### src/rtl/riscv_pkg.sv
// Shared RV32I encoding definitions: immediate formats, opcodes, field widths.
// No logic; types and constants only.
// Imported by the encoder, its packer and the bench.
package riscv_pkg;

    typedef enum logic [1:0] {
        IMM_I = 2'b00,
        IMM_S = 2'b01,
        IMM_B = 2'b10,
        IMM_J = 2'b11
    } imm_src_t;

    localparam logic [6:0] OP_IMM    = 7'b0010011;
    localparam logic [6:0] OP_STORE  = 7'b0100011;
    localparam logic [6:0] OP_BRANCH = 7'b1100011;
    localparam logic [6:0] OP_JAL    = 7'b1101111;

    localparam int XLEN     = 32;
    localparam int OPCODE_W = 7;
    localparam int REG_W    = 5;
    localparam int FUNCT3_W = 3;

    // One pipeline stage payload: the encoded word plus its range flag.
    typedef struct packed {
        logic [XLEN-1:0] inst;
        logic            err;
    } enc_t;

endpackage

### src/rtl/imm_pack.sv
// Packs register/opcode fields and a 32-bit immediate into one RV32I word.
// Latency: combinational.
// Backpressure: none; pure function of its inputs.
module imm_pack
    import riscv_pkg::*;
(
    input  logic [1:0]          imm_src,
    input  logic [OPCODE_W-1:0] opcode,
    input  logic [REG_W-1:0]    rd,
    input  logic [REG_W-1:0]    rs1,
    input  logic [REG_W-1:0]    rs2,
    input  logic [FUNCT3_W-1:0] funct3,
    input  logic [XLEN-1:0]     imm,
    output logic [XLEN-1:0]     word,
    output logic                err
);

    // Sign-extension checks: the bits above the format's top bit must all
    // equal that top bit, otherwise the value does not fit.
    logic fits_12;
    logic fits_13;
    logic fits_21;

    assign fits_12 = (imm[31:11] == {21{imm[11]}});
    assign fits_13 = (imm[31:12] == {20{imm[12]}});
    assign fits_21 = (imm[31:20] == {12{imm[20]}});

    // Field placement per format; branch/jump offsets must also be even.
    always_comb begin
        word = '0;
        err  = 1'b0;
        case (imm_src_t'(imm_src))
            IMM_I: begin
                word = {imm[11:0], rs1, funct3, rd, opcode};
                err  = !fits_12;
            end
            IMM_S: begin
                word = {imm[11:5], rs2, rs1, funct3, imm[4:0], opcode};
                err  = !fits_12;
            end
            IMM_B: begin
                word = {imm[12], imm[10:5], rs2, rs1, funct3, imm[4:1], imm[11], opcode};
                err  = !fits_13 || imm[0];
            end
            IMM_J: begin
                word = {imm[20], imm[10:1], imm[11], imm[19:12], rd, opcode};
                err  = !fits_21 || imm[0];
            end
            default: begin
                word = '0;
                err  = 1'b0;
            end
        endcase
    end

endmodule

### src/rtl/inst_encoder.sv
// Encodes instruction fields + immediate into RV32I words tagged with imem byte addresses.
// Latency: 2 cycles from input handshake to out_valid; one word per cycle sustained.
// Backpressure: out_ready stalls S2, then S1; in_ready drops only when both stages are held.
// Optional IMM_ERR_CNT_EN adds err_cnt, a saturating count of emitted words flagged imm_err.
module inst_encoder
    import riscv_pkg::*;
#(
    parameter logic [31:0] BASE_ADDR = 32'h0000_0000,
    parameter int          DEPTH     = 256
) (
    input  logic                clk,
    input  logic                reset,
    input  logic                in_valid,
    output logic                in_ready,
    input  logic [1:0]          imm_src,
    input  logic [OPCODE_W-1:0] opcode,
    input  logic [REG_W-1:0]    rd,
    input  logic [REG_W-1:0]    rs1,
    input  logic [REG_W-1:0]    rs2,
    input  logic [FUNCT3_W-1:0] funct3,
    input  logic [XLEN-1:0]     imm,
    input  logic                clear,
    output logic                out_valid,
    input  logic                out_ready,
    output logic [XLEN-1:0]     inst_out,
    output logic [XLEN-1:0]     out_addr,
    output logic                imm_err
`ifdef IMM_ERR_CNT_EN
    ,
    output logic [7:0]          err_cnt
`endif
);

    localparam int IDX_W = $clog2(DEPTH);

    enc_t             pack_dat;
    enc_t             s1_dat;
    enc_t             s2_dat;
    logic             s1_vld;
    logic             s2_vld;
    logic             s1_adv;
    logic             s2_adv;
    logic             out_hs;
    logic [IDX_W-1:0] word_idx;

    imm_pack u_imm_pack (
        .imm_src (imm_src),
        .opcode  (opcode),
        .rd      (rd),
        .rs1     (rs1),
        .rs2     (rs2),
        .funct3  (funct3),
        .imm     (imm),
        .word    (pack_dat.inst),
        .err     (pack_dat.err)
    );

    assign s2_adv   = !s2_vld || out_ready;
    assign s1_adv   = !s1_vld || s2_adv;
    assign in_ready = s1_adv;
    assign out_hs   = s2_vld && out_ready;

    assign out_valid = s2_vld;
    assign inst_out  = s2_dat.inst;
    assign imm_err   = s2_dat.err;

    // The address is derived from a word index so the DEPTH wrap falls out of
    // the counter width; DEPTH is a power of two.
    assign out_addr = BASE_ADDR + {{(XLEN-IDX_W-2){1'b0}}, word_idx, 2'b00};

    // S1: capture the packed word whenever the stage is free to move.
    always_ff @(posedge clk) begin
        if (reset) begin
            s1_vld <= 1'b0;
            s1_dat <= '0;
        end else if (s1_adv) begin
            s1_vld <= in_valid;
            if (in_valid) begin
                s1_dat <= pack_dat;
            end
        end
    end

    // S2: output register; payload holds while out_valid && !out_ready.
    always_ff @(posedge clk) begin
        if (reset) begin
            s2_vld <= 1'b0;
            s2_dat <= '0;
        end else if (s2_adv) begin
            s2_vld <= s1_vld;
            if (s1_vld) begin
                s2_dat <= s1_dat;
            end
        end
    end

    // Address index: steps on each output handshake; clear overrides it.
    always_ff @(posedge clk) begin
        if (reset || clear) begin
            word_idx <= '0;
        end else if (out_hs) begin
            word_idx <= word_idx + 1'b1;
        end
    end

`ifdef IMM_ERR_CNT_EN
    // Saturating count of emitted words carrying imm_err; clear zeroes it.
    always_ff @(posedge clk) begin
        if (reset || clear) begin
            err_cnt <= '0;
        end else if (out_hs && s2_dat.err && (err_cnt != 8'hFF)) begin
            err_cnt <= err_cnt + 8'd1;
        end
    end
`endif

endmodule

### config.mk
export PLATFORM = sky130hd
export DESIGN_NAME = inst_encoder
export DESIGN_NICKNAME = d
export VERILOG_FILES = /design/src/rtl/riscv_pkg.sv /design/src/rtl/imm_pack.sv /design/src/rtl/inst_encoder.sv
export SDC_FILE = /design/constraint.sdc
export NUM_CORES = 1
export LEC_CHECK = 0
export BUFFER_PORTS_ARGS = -buffer_cell sky130_fd_sc_hd__clkbuf_2
export CAP_MARGIN = 20
export CORE_ASPECT_RATIO = 1.1
export CORE_UTILIZATION = 45
export CTS_BUF_LIST = sky130_fd_sc_hd__clkbuf_2
export DETAILED_ROUTE_END_ITERATION = 10
export PLACE_DENSITY = 0.84
export REMOVE_ABC_BUFFERS = 1
export SYNTH_ARGS = -nofsm -noshare
export SYNTH_HDL_FRONTEND = slang
export SYNTH_SLANG_ARGS = --single-unit
export TNS_END_PERCENT = 20
### constraint.sdc
create_clock -name clk -period 4 [get_ports clk]
set_input_delay 1.2 -clock clk [delete_from_list [all_inputs] [get_ports clk]]
set_output_delay 1.2 -clock clk [all_outputs]
set_load 0.02 [all_outputs]
==> flow_summary_export.csv, run 1 <==
group,metric,value,unit
status,outcome,"finished, violations left",
status,violations,"design-rule violations",
clocking,cts.repair.resized,0,
setup_path,worst_path_dominant_cell_family,"buffers and inverters",
detailed_routing,detail_route.first_pass.iterations,7,
floorplanning,floorplan.die_area,7800,µm²
setup_path,critical_path_data_arrival_time,1.74,ns
detailed_routing,drt-wirelength-per-cell,12.2,µm
floorplanning,io_pins,131,
placement,place.gp.congestion,0.831,
sta,timing.slew.headroom,53.2,%
placement,dp.final_hpwl,5280,µm
sta,finalWorstPathRequiredPeriod,2.94,ns
yosys,post-synth-top-area-cell,"dfxtp_1",
clocking,cts_sinks,76,
yosys,postSynthCellCount,413,
detailed_routing,met3WireLength,426,µm
flow_run,max_cap_violations,0,
floorplanning,effective_utilization_at_floorplan,47.0,%
yosys,synth.lib_cells_used.distinct,39,
sta,timing.hold.ws,0.435,ns
sta,report.final.slew_viol_count,0,
detailed_routing,drt_first_iter_violations,88,
setup_path,path_cells,"clkbuf_2, nand3b_1, clkbuf_2",
yosys,synth.top_cell.area_share,45.4,%
power_and_ir_drop,leakage,1.70,nW
global_route,first_global_vias,2736,
detailed_routing,drc,16,
detailed_routing,totalWireLength,7270,µm
yosys,postSynthRegisterBits,76,
global_route,grt_antenna_before_repair,0,
clocking,clock-root-buffer,"clkbuf_2",
yosys,synthesis.area_per_instance,8.11,µm²
sta,fin_worst_skew,0.0307,ns
setup_path,crit_fanout,7,
placement,placement.io_buffers,106,
detailed_routing,vias,3040,
detailed_routing,dr.max_layer_used,"met4",
clocking,clkTransAtPathRegs,0.21,ns
setup_path,critical-path-slowest-cell,"nand3b_1",
setup_path,critical_path.startpoint_type,"input pin",
power_and_ir_drop,power.total,1.54,mW
yosys,synth-edff-count,0,
yosys,synth-seq-area-share,45.4,%
detailed_routing,routed-wl-met2,3500,µm
sta,achievable-frequency,340,MHz
detailed_routing,wl_on_met1,3220,µm
final_layout,area_growth_syn_to_layout,17.8,%
setup_path,timing.setup.critical_path_class,"in2out",
global_route,grt_pass1_wl,12200,µm
sta,setup_total_negative_slack,0,ns
global_route,grt.total_usage,19.8,%
clocking,h-tree-depth,3,
power_and_ir_drop,irDropWorstVdd,0.000147,V
sta,setup-violations-final,0,
yosys,ys_dominant_reg_cell,"dfxtp_1",
sta,grt_setup_unrepaired,"no",
worst_hold_path,class_of_the_worst_hold_path,"reg2reg",
clocking,post_cts_buffers,0,
clocking,cts-hold-fix-buffers,0,
floorplanning,core-area,7130,µm²
global_route,grt_max_degree,31,
setup_path,ff2ff_setup_slack,2.02,ns
clocking,insertion_delay_to_the_later_sink_of_the_worst_skew_pair,0.50,ns
clocking,cts_buffers,9,
final_layout,finalNetCount,572,
sta,layout_worst_path_cycle_share,73.6,%
clocking,tritoncts,"built",
yosys,synth-async-reset-ratio,0,%
sta,hold_violations,0,
floorplanning,die_height,92.5,µm
power_and_ir_drop,p_per_area,390,nW/µm²
setup_path,required,2.80,ns
final_layout,proportion_of_layout_cells_with_a_drive_suffix_above_1,27.2,%
detailed_routing,drtAntennaViolNets,0,
yosys,synth.area.top_cells,"dfxtp_1 (45%), nand2_1 (12%), a21oi_1 (7.9%)",
detailed_routing,post_drt_via_cell_ratio,5.10,
final_layout,antenna_cells,0,
setup_path,worstPathBufferInverterCount,2,
setup_path,cp-end-kind,"primary output",
floorplanning,rows,32,
sta,worst-slew-pin-transition,0.701,ns
global_route,grt_overflow,0,
floorplanning,dieWidth,84.3,µm
yosys,yosysWarnings,0,
setup_path,critical_path.max_stage_delay,0.22,ns
setup_path,critical_path.most_common_cell,"clkbuf_2",
yosys,mappedNetlistArea,3350,µm²
clocking,clock_path_buffers,2,
-- final cells by class --
type	count	area, µm²
clock buffers	10	50.0
clock inverters	5	101
fillers	695	3180
inverters	5	18.8
multi-input cells	304	1580
flip-flops and latches	76	1520
well taps	85	106
repair buffers	111	568
-- registers in the layout (all words and copies together) (netlist names) --
name / cells
s1_vld: 1
s1_dat: 33
out_valid: 1
word_idx: 8
inst_out: 32
imm_err: 1
-- metal layers --
layer / vias to the layer above / GRT usage, %
met2: 109 / 34.4
met3: 13 / 3.65
li1: 1536 / -
met4: 0 / 9.05
met5: - / 0
met1: 1382 / 23.7
-- stage by stage --
| stage | area [µm²] | setup WS, ns | instances | util [%] |
|---|---|---|---|---|
| final | 3950 | 1.06 | 596 | 55.4 |
| after global routing | 3950 | 1.01 | 596 | 55.4 |
| after CTS | 3950 | 1.06 | 596 | 55.4 |
| after detailed placement | 3790 | 1.06 | 581 | 53.2 |
| after global placement | 3790 | 1.10 | 581 | 53.2 |
| after floorplan | 3110 | 1.23 | 385 | - |
-- worst register-to-register path: stages (launching register included) --
cell and delay [ns]:
dfxtp_1 0.41, nor2b_2 0.21, a21oi_4 0.49, buf_4 0.43, nor2_1 0.08, a311oi_1 0.27
-- where the power goes --
| group | total, mW | switching, mW | internal (mW) |
|---|---|---|---|
| combinational | 0.209 | 0.135 | 0.0744 |
| sequential | 0.811 | 0.0181 | 0.792 |
| clock | 0.518 | 0.251 | 0.267 |
-- final timing paths --
| path | from | end | cells past startpoint |
|---|---|---|---|
| hold / removal | s1_dat[20] | inst_out[19] | 2 |
| setup / recovery | out_ready | in_ready | 3 |
| hold reg to reg | s1_dat[20] | inst_out[19] | 2 |
| setup reg to reg | out_valid | s1_dat[20] | 5 |
-- synth_stat cells, types with 3 or more instances --
cell,instances
buf_4,31
a211oi_2,8
xnor2_1,3
clkbuf_1,10
nor4_1,4
dfxtp_1,76
nand2_1,109
buf_2,9
nand4_1,4
mux2i_1,10
a21oi_1,53
a311oi_1,8
a211oi_1,3
inv_1,5
nand3_1,15
nor2_1,31
nor3_1,7
-- cell usage in the layout, fill, tap and decap left out, types with 3 or more instances in the layout --
| cell type | count |
|---|---|
| buf_4 | 5 |
| nor4_1 | 4 |
| nor2_1 | 31 |
| xnor2_1 | 3 |
| a311oi_1 | 8 |
| dfxtp_1 | 76 |
| nor3_1 | 7 |
| a211oi_2 | 8 |
| nand3_1 | 15 |
| mux2i_1 | 10 |
| bufinv_16 | 3 |
| conb_1 | 24 |
| nand2_1 | 109 |
| clkbuf_2 | 116 |
| inv_1 | 5 |
| nand4_1 | 4 |
| a211oi_1 | 3 |
| a21oi_1 | 53 |
-- logic make-up after synthesis --
kind of cell | Yosys count | share of synthesized area [%]
AND/OR/NAND/NOR | 181 | 22.9
XOR/XNOR | 6 | 2.13
flip-flops | 76 | 45.4
buffers and inverters | 56 | 10.3
other | 1 | 0.112
adder cells (fa/ha/maj) | 1 | 0.373
multiplexers | 11 | 3.32
AO/OA/AOI/OAI | 81 | 15.5
Power figures use the tool's default switching activity.
==> run 2: changes to the inputs <==
Settings changed: PLACE_DENSITY 0.84 to 0.87.
Clock period 4 ns to 2.5 ns, I/O delays scaled along.
==> flow_summary_export.csv, run 2 (synthesis results as in run 1) <==
group,metric,value,unit
sta,report.final.slew_viol_count,0,
clocking,insertion_delay_to_the_later_sink_of_the_worst_skew_pair,0.49,ns
setup_path,timing.setup.critical_path_class,"reg2out",
clocking,clock-root-buffer,"clkbuf_2",
global_route,grt_antenna_before_repair,0,
detailed_routing,totalWireLength,7370,µm
global_route,grt.total_usage,19.2,%
sta,finalWorstPathRequiredPeriod,2.04,ns
final_layout,antenna_cells,0,
final_layout,proportion_of_layout_cells_with_a_drive_suffix_above_1,27.3,%
detailed_routing,drt_first_iter_violations,96,
sta,grt_setup_unrepaired,"no",
clocking,h-tree-depth,3,
flow_run,max_cap_violations,0,
final_layout,combined_area_of_the_multi_input_logic_cells,1580,µm²
power_and_ir_drop,p_per_area,596,nW/µm²
power_and_ir_drop,leakage,1.70,nW
final_layout,commonest_cells_after_routing_fill_and_taps_aside,"clkbuf_2 (115), nand2_1 (109), dfxtp_1 (76)",
status,violations,"design-rule violations",
power_and_ir_drop,share_clk_of_total_power,30.4,%
worst_hold_path,class_of_the_worst_hold_path,"in2reg",
clocking,cts_sinks,76,
worst_hold_path,min-delay-start,"opcode[0]",
setup_path,crit_start,"out_valid",
status,outcome,"finished, violations left",
detailed_routing,vias,3051,
floorplanning,rows,32,
floorplanning,dieWidth,84.3,µm
final_layout,area_growth_syn_to_layout,17.8,%
final_layout,mostFrequentLayoutCell,"clkbuf_2",
detailed_routing,drtAntennaViolNets,0,
global_route,first_global_vias,2661,
power_and_ir_drop,power.total,2.35,mW
setup_path,ff2ff_setup_slack,0.90,ns
power_and_ir_drop,irDropWorstVdd,0.000307,V
floorplanning,floorplan.die_area,7800,µm²
placement,placement.io_buffers,106,
setup_path,critical-path-slowest-cell,"dfxtp_1",
sta,fin_worst_skew,0.0185,ns
global_route,grt_overflow,0,
final_layout,finalNetCount,574,
clocking,clkTransAtPathRegs,0.19,ns
floorplanning,effective_utilization_at_floorplan,47.0,%
final_layout,filler_cell_count,679,
placement,dp.final_hpwl,5420,µm
sta,achievable-frequency,489,MHz
sta,hold_violations,0,
final_layout,seq_area,1520,µm²
power_and_ir_drop,p_comb_share,14.5,%
power_and_ir_drop,netSwitchingPower,0.644,mW
setup_path,required,1.75,ns
global_route,grt_max_degree,49,
clocking,clock_path_buffers,2,
detailed_routing,post_drt_via_cell_ratio,5.10,
detailed_routing,drc,23,
setup_path,path_cells,"nand3b_1, clkbuf_2",
final_layout,regMostFlops,"s1_dat",
setup_path,cp-end-kind,"primary output",
sta,setup_total_negative_slack,0,ns
global_route,grt_pass1_wl,11800,µm
setup_path,crit_fanout,8,
sta,setup-violations-final,0,
final_layout,largest_register_ffs,33,
clocking,cts_buffers,9,
setup_path,critical_path_data_arrival_time,1.29,ns
floorplanning,core-area,7130,µm²
power_and_ir_drop,p_seq_share,55.1,%
placement,place.gp.congestion,0.785,
clocking,tritoncts,"built",
clocking,post_cts_buffers,0,
sta,layout_worst_path_cycle_share,81.8,%
setup_path,critical_path.max_stage_delay,0.47,ns
floorplanning,die_height,92.5,µm
clocking,cts-hold-fix-buffers,0,
floorplanning,io_pins,131,
clocking,cts.repair.resized,0,
setup_path,crit-reg2reg-launch,"out_valid",
detailed_routing,drt-wirelength-per-cell,12.3,µm
setup_path,critical_path.startpoint_type,"register",
power_and_ir_drop,internal_power,1.71,mW
detailed_routing,detail_route.first_pass.iterations,7,
power_and_ir_drop,power.switching_fraction,27.4,%
-- run 2: power groups by stage --
stage	Sequential, mW	Clock, mW	Combinational, mW
6_report	1.30	0.716	0.340
3_5_place_dp	1.32	0	0.343
4_1_cts	1.30	0.739	0.344
2_1_floorplan	1.34	0	0.172
3_3_place_gp	1.32	0	0.332
5_1_grt	1.31	0.795	0.374
-- run 2: final timing paths --
check | endpoint | depth (start not counted)
worst max-delay path | in_ready | 2
worst max register to register | inst_out[22] | 5
worst min-delay path | s1_dat[1] | 3
worst min register to register | inst_out[8] | 2
-- run 2: per-stage QoR --
step | area [µm²] | utilization, % | worst slack, ns | hold WS [ns] | std cells
finish | 3950 | 55.4 | 0.456 | 0.446 | 598
CTS | 3950 | 55.4 | 0.400 | 0.393 | 598
floorplan | 3110 | - | 0.179 | 0.426 | 385
global route | 3950 | 55.4 | 0.291 | 0.381 | 598
detailed placement | 3820 | 53.6 | 0.393 | 0.442 | 583
global placement | 3820 | 53.6 | 0.493 | 0.437 | 583
-- run 2: per-layer routing --
layer	routed length (µm)	part of all wire (%)	global-route usage, %	vias up
met4	70	0.95	7.76	0
met1	3300	45	22.9	1391
met3	466	6.3	4.55	7
met2	3530	48	33.4	115
li1	-	-	-	1538
met5	0	0	0	-
-- run 2: final cells by class --
cell class	instances	share of cell area, %
sequential	76	38.5
multi-input combinational	304	40.0
tap	85	2.69
timing repair buffer	113	15.1
clock buffer	9	1.14
inverter	5	0.475
clock inverter	6	2.03
-- run 2: critical path: cells and delay by family, from the launching register on --
family | cells | cell delay (ns)
and+or+nand+nor | 1 | 0.15
buffers and inverters | 1 | 0.18
DFF | 1 | 0.47
==> run 3: changes to the inputs <==
Settings changed: ABC_AREA from default to 1, PLACE_DENSITY 0.87 to 0.83.
Clock period 2.5 ns to 1.97 ns, I/O delays scaled along.
==> flow_summary_export.csv, run 3 <==
group,metric,value,unit
detailed_routing,post_drt_via_cell_ratio,4.82,
final_layout,filler_cell_count,729,
worst_hold_path,class_of_the_worst_hold_path,"in2reg",
global_route,globalRouteMet1Util,22.5,%
yosys,synth.area.top_cells,"dfxtp_1 (44%), nor2_1 (13%), o21ai_0 (7.2%)",
sta,worst-slew-pin-transition,0.545,ns
sta,setup-violations-final,0,
sta,finalWorstPathRequiredPeriod,1.85,ns
sta,hold_violations,0,
clocking,insertion_delay_to_the_later_sink_of_the_worst_skew_pair,0.53,ns
floorplanning,dieWidth,85.6,µm
setup_path,required,1.38,ns
yosys,yosysWarnings,0,
detailed_routing,drtAntennaViolNets,0,
sta,setup_total_negative_slack,0,ns
yosys,post-synth-top-area-cell,"dfxtp_1",
sta,timing.slew.headroom,63.6,%
floorplanning,effective_utilization_at_floorplan,46.6,%
final_layout,regMostFlops,"s1_dat",
setup_path,crit_fanout,4,
global_route,grt_pass1_wl,12400,µm
placement,dp.cells,655,
detailed_routing,detail_route.first_pass.iterations,4,
setup_path,critical_path.startpoint_type,"register",
clocking,cts.repair.resized,0,
sta,grt_setup_unrepaired,"no",
clocking,cts_buffers,9,
setup_path,critical_path_data_arrival_time,1.26,ns
clocking,post_cts_buffers,0,
detailed_routing,totalWireLength,7770,µm
final_layout,stdcell_count,671,
yosys,synth-edff-count,0,
yosys,synthesis.area_per_instance,7.26,µm²
global_route,first_global_vias,2954,
final_layout,finalNetCount,644,
global_route,grt_max_degree,47,
yosys,postSynthRegisterBits,76,
global_route,grt_antenna_before_repair,0,
clocking,cts_sinks,76,
clocking,h-tree-depth,3,
floorplanning,io_pins,131,
placement,placement.io_buffers,106,
clocking,cts-hold-fix-buffers,0,
clocking,clock-root-buffer,"clkbuf_2",
floorplanning,rows,33,
power_and_ir_drop,irDropWorstVdd,0.000318,V
power_and_ir_drop,p_per_area,783,nW/µm²
flow_run,max_cap_violations,0,
placement,place.gp.congestion,0.815,
clocking,tritoncts,"built",
sta,fin_worst_skew,0.0244,ns
yosys,synth.lib_cells_used.distinct,35,
status,outcome,"finished, final reports clean",
placement,dp.final_hpwl,5830,µm
global_route,top_usage_layer,"met2",
sta,timing.hold.ws,0.207,ns
final_layout,mostFrequentLayoutCell,"nor2_1",
sta,achievable-frequency,540,MHz
yosys,synth-async-reset-ratio,0,%
detailed_routing,drc,0,
detailed_routing,vias,3232,
power_and_ir_drop,power.total,3.21,mW
setup_path,timing.setup.critical_path_class,"reg2out",
yosys,synth_commonest_cells,"nor2_1 (120), dfxtp_1 (76), nand2_1 (55), o21ai_0 (50), inv_1 (39)",
power_and_ir_drop,leakage,2.05,nW
final_layout,largest_register_ffs,33,
detailed_routing,drt-wirelength-per-cell,11.6,µm
floorplanning,core-area,7430,µm²
final_layout,antenna_cells,0,
clocking,clkTransAtPathRegs,0.21,ns
detailed_routing,drt_first_iter_violations,103,
final_layout,commonest_cells_after_routing_fill_and_taps_aside,"nor2_1 (120), clkbuf_2 (116), dfxtp_1 (76)",
global_route,grt.total_usage,19.6,%
yosys,ys_dominant_reg_cell,"dfxtp_1",
final_layout,area_growth_syn_to_layout,18.5,%
global_route,grt_overflow,0,
floorplanning,die_height,94.0,µm
sta,report.final.slew_viol_count,0,
yosys,synth.top_cell.area_share,44.0,%
yosys,synth-seq-area-share,44.0,%
sta,layout_worst_path_cycle_share,94.0,%
clocking,clock_path_buffers,2,
floorplanning,floorplan.die_area,8050,µm²
yosys,mappedNetlistArea,3460,µm²
setup_path,cp-end-kind,"primary output",
yosys,postSynthCellCount,477,
global_route,global_route.usage.met3,4.48,%
global_route,m2_gr_usage,35.4,%
final_layout,proportion_of_layout_cells_with_a_drive_suffix_above_1,25.7,%
yosys,synth_most_common_cell,"nor2_1",
[run 3: cell count changes in the layout (fill, tap and decap cells not counted), moves of 10 or more]
| cell | previous run | this run |
|---|---|---|
| nor2_1 | 31 | 120 |
| a21oi_1 | 53 | 15 |
| o21ai_1 | 1 | 17 |
| inv_1 | 5 | 39 |
| mux2i_1 | 10 | 0 |
| nand2_1 | 109 | 55 |
| o21ai_0 | 2 | 50 |
| o211ai_1 | 0 | 12 |
[run 3: worst max-delay path, cell delays in order (launching register included)]
cell and delay, ns:
dfxtp_1 0.45, nand3_2 0.12, clkbuf_2 0.17
[run 3: area by class of cell]
cell class | instances | area (µm²) | share of cell area [%]
clock buffers | 10 | 50.0 | 1.22
clock inverters | 6 | 88.8 | 2.17
inverters | 44 | 174 | 4.24
multi-input cells | 336 | 1570 | 38.3
flip-flops and latches | 76 | 1520 | 37.1
well taps | 87 | 109 | 2.65
repair buffers | 112 | 588 | 14.3
[run 3: cells by family after synthesis]
| family | synth area share (%) |
|---|---|
| AOI/OAI and AO/OA | 17.4 |
| adders and majority gates | 0.361 |
| buffers and inverters | 13.1 |
| DFF | 44.0 |
| other | 0.108 |
| and+or+nand+nor | 25.1 |
[run 3: report_power, final]
group,leakage (nW),internal [mW],switching [mW]
registers,0.627,1.64,0.0519
logic,1.34,0.190,0.356
clock network,0.0781,0.424,0.551
[run 3: final timing paths]
kind | cells after the start | endpoint | from | slack [ns]
min | 2 | word_idx[4] | clear | 0.21
max reg2reg | 6 | word_idx[6] | word_idx[0] | 0.56
min reg2reg | 1 | word_idx[7] | word_idx[7] | 0.47
max | 2 | in_ready | out_valid | 0.12
[run 3: metal layers]
metal / part of all wire (%) / vias up
met4: 1.6 / 0
met2: 51 / 77
li1: - / 1701
met1: 43 / 1444
met5: 0 / -
met3: 4.1 / 10
[run 3: per-stage QoR]
stage / worst slack, ns / instance area, µm² / util (%)
CTS: 0.109 / 4100 / 55.2
global placement: 0.364 / 3960 / 53.3
finish: 0.118 / 4100 / 55.2
detailed placement: 0.275 / 3960 / 53.3
global route: 0.0128 / 4100 / 55.2
floorplan: 0.135 / 3270 / -
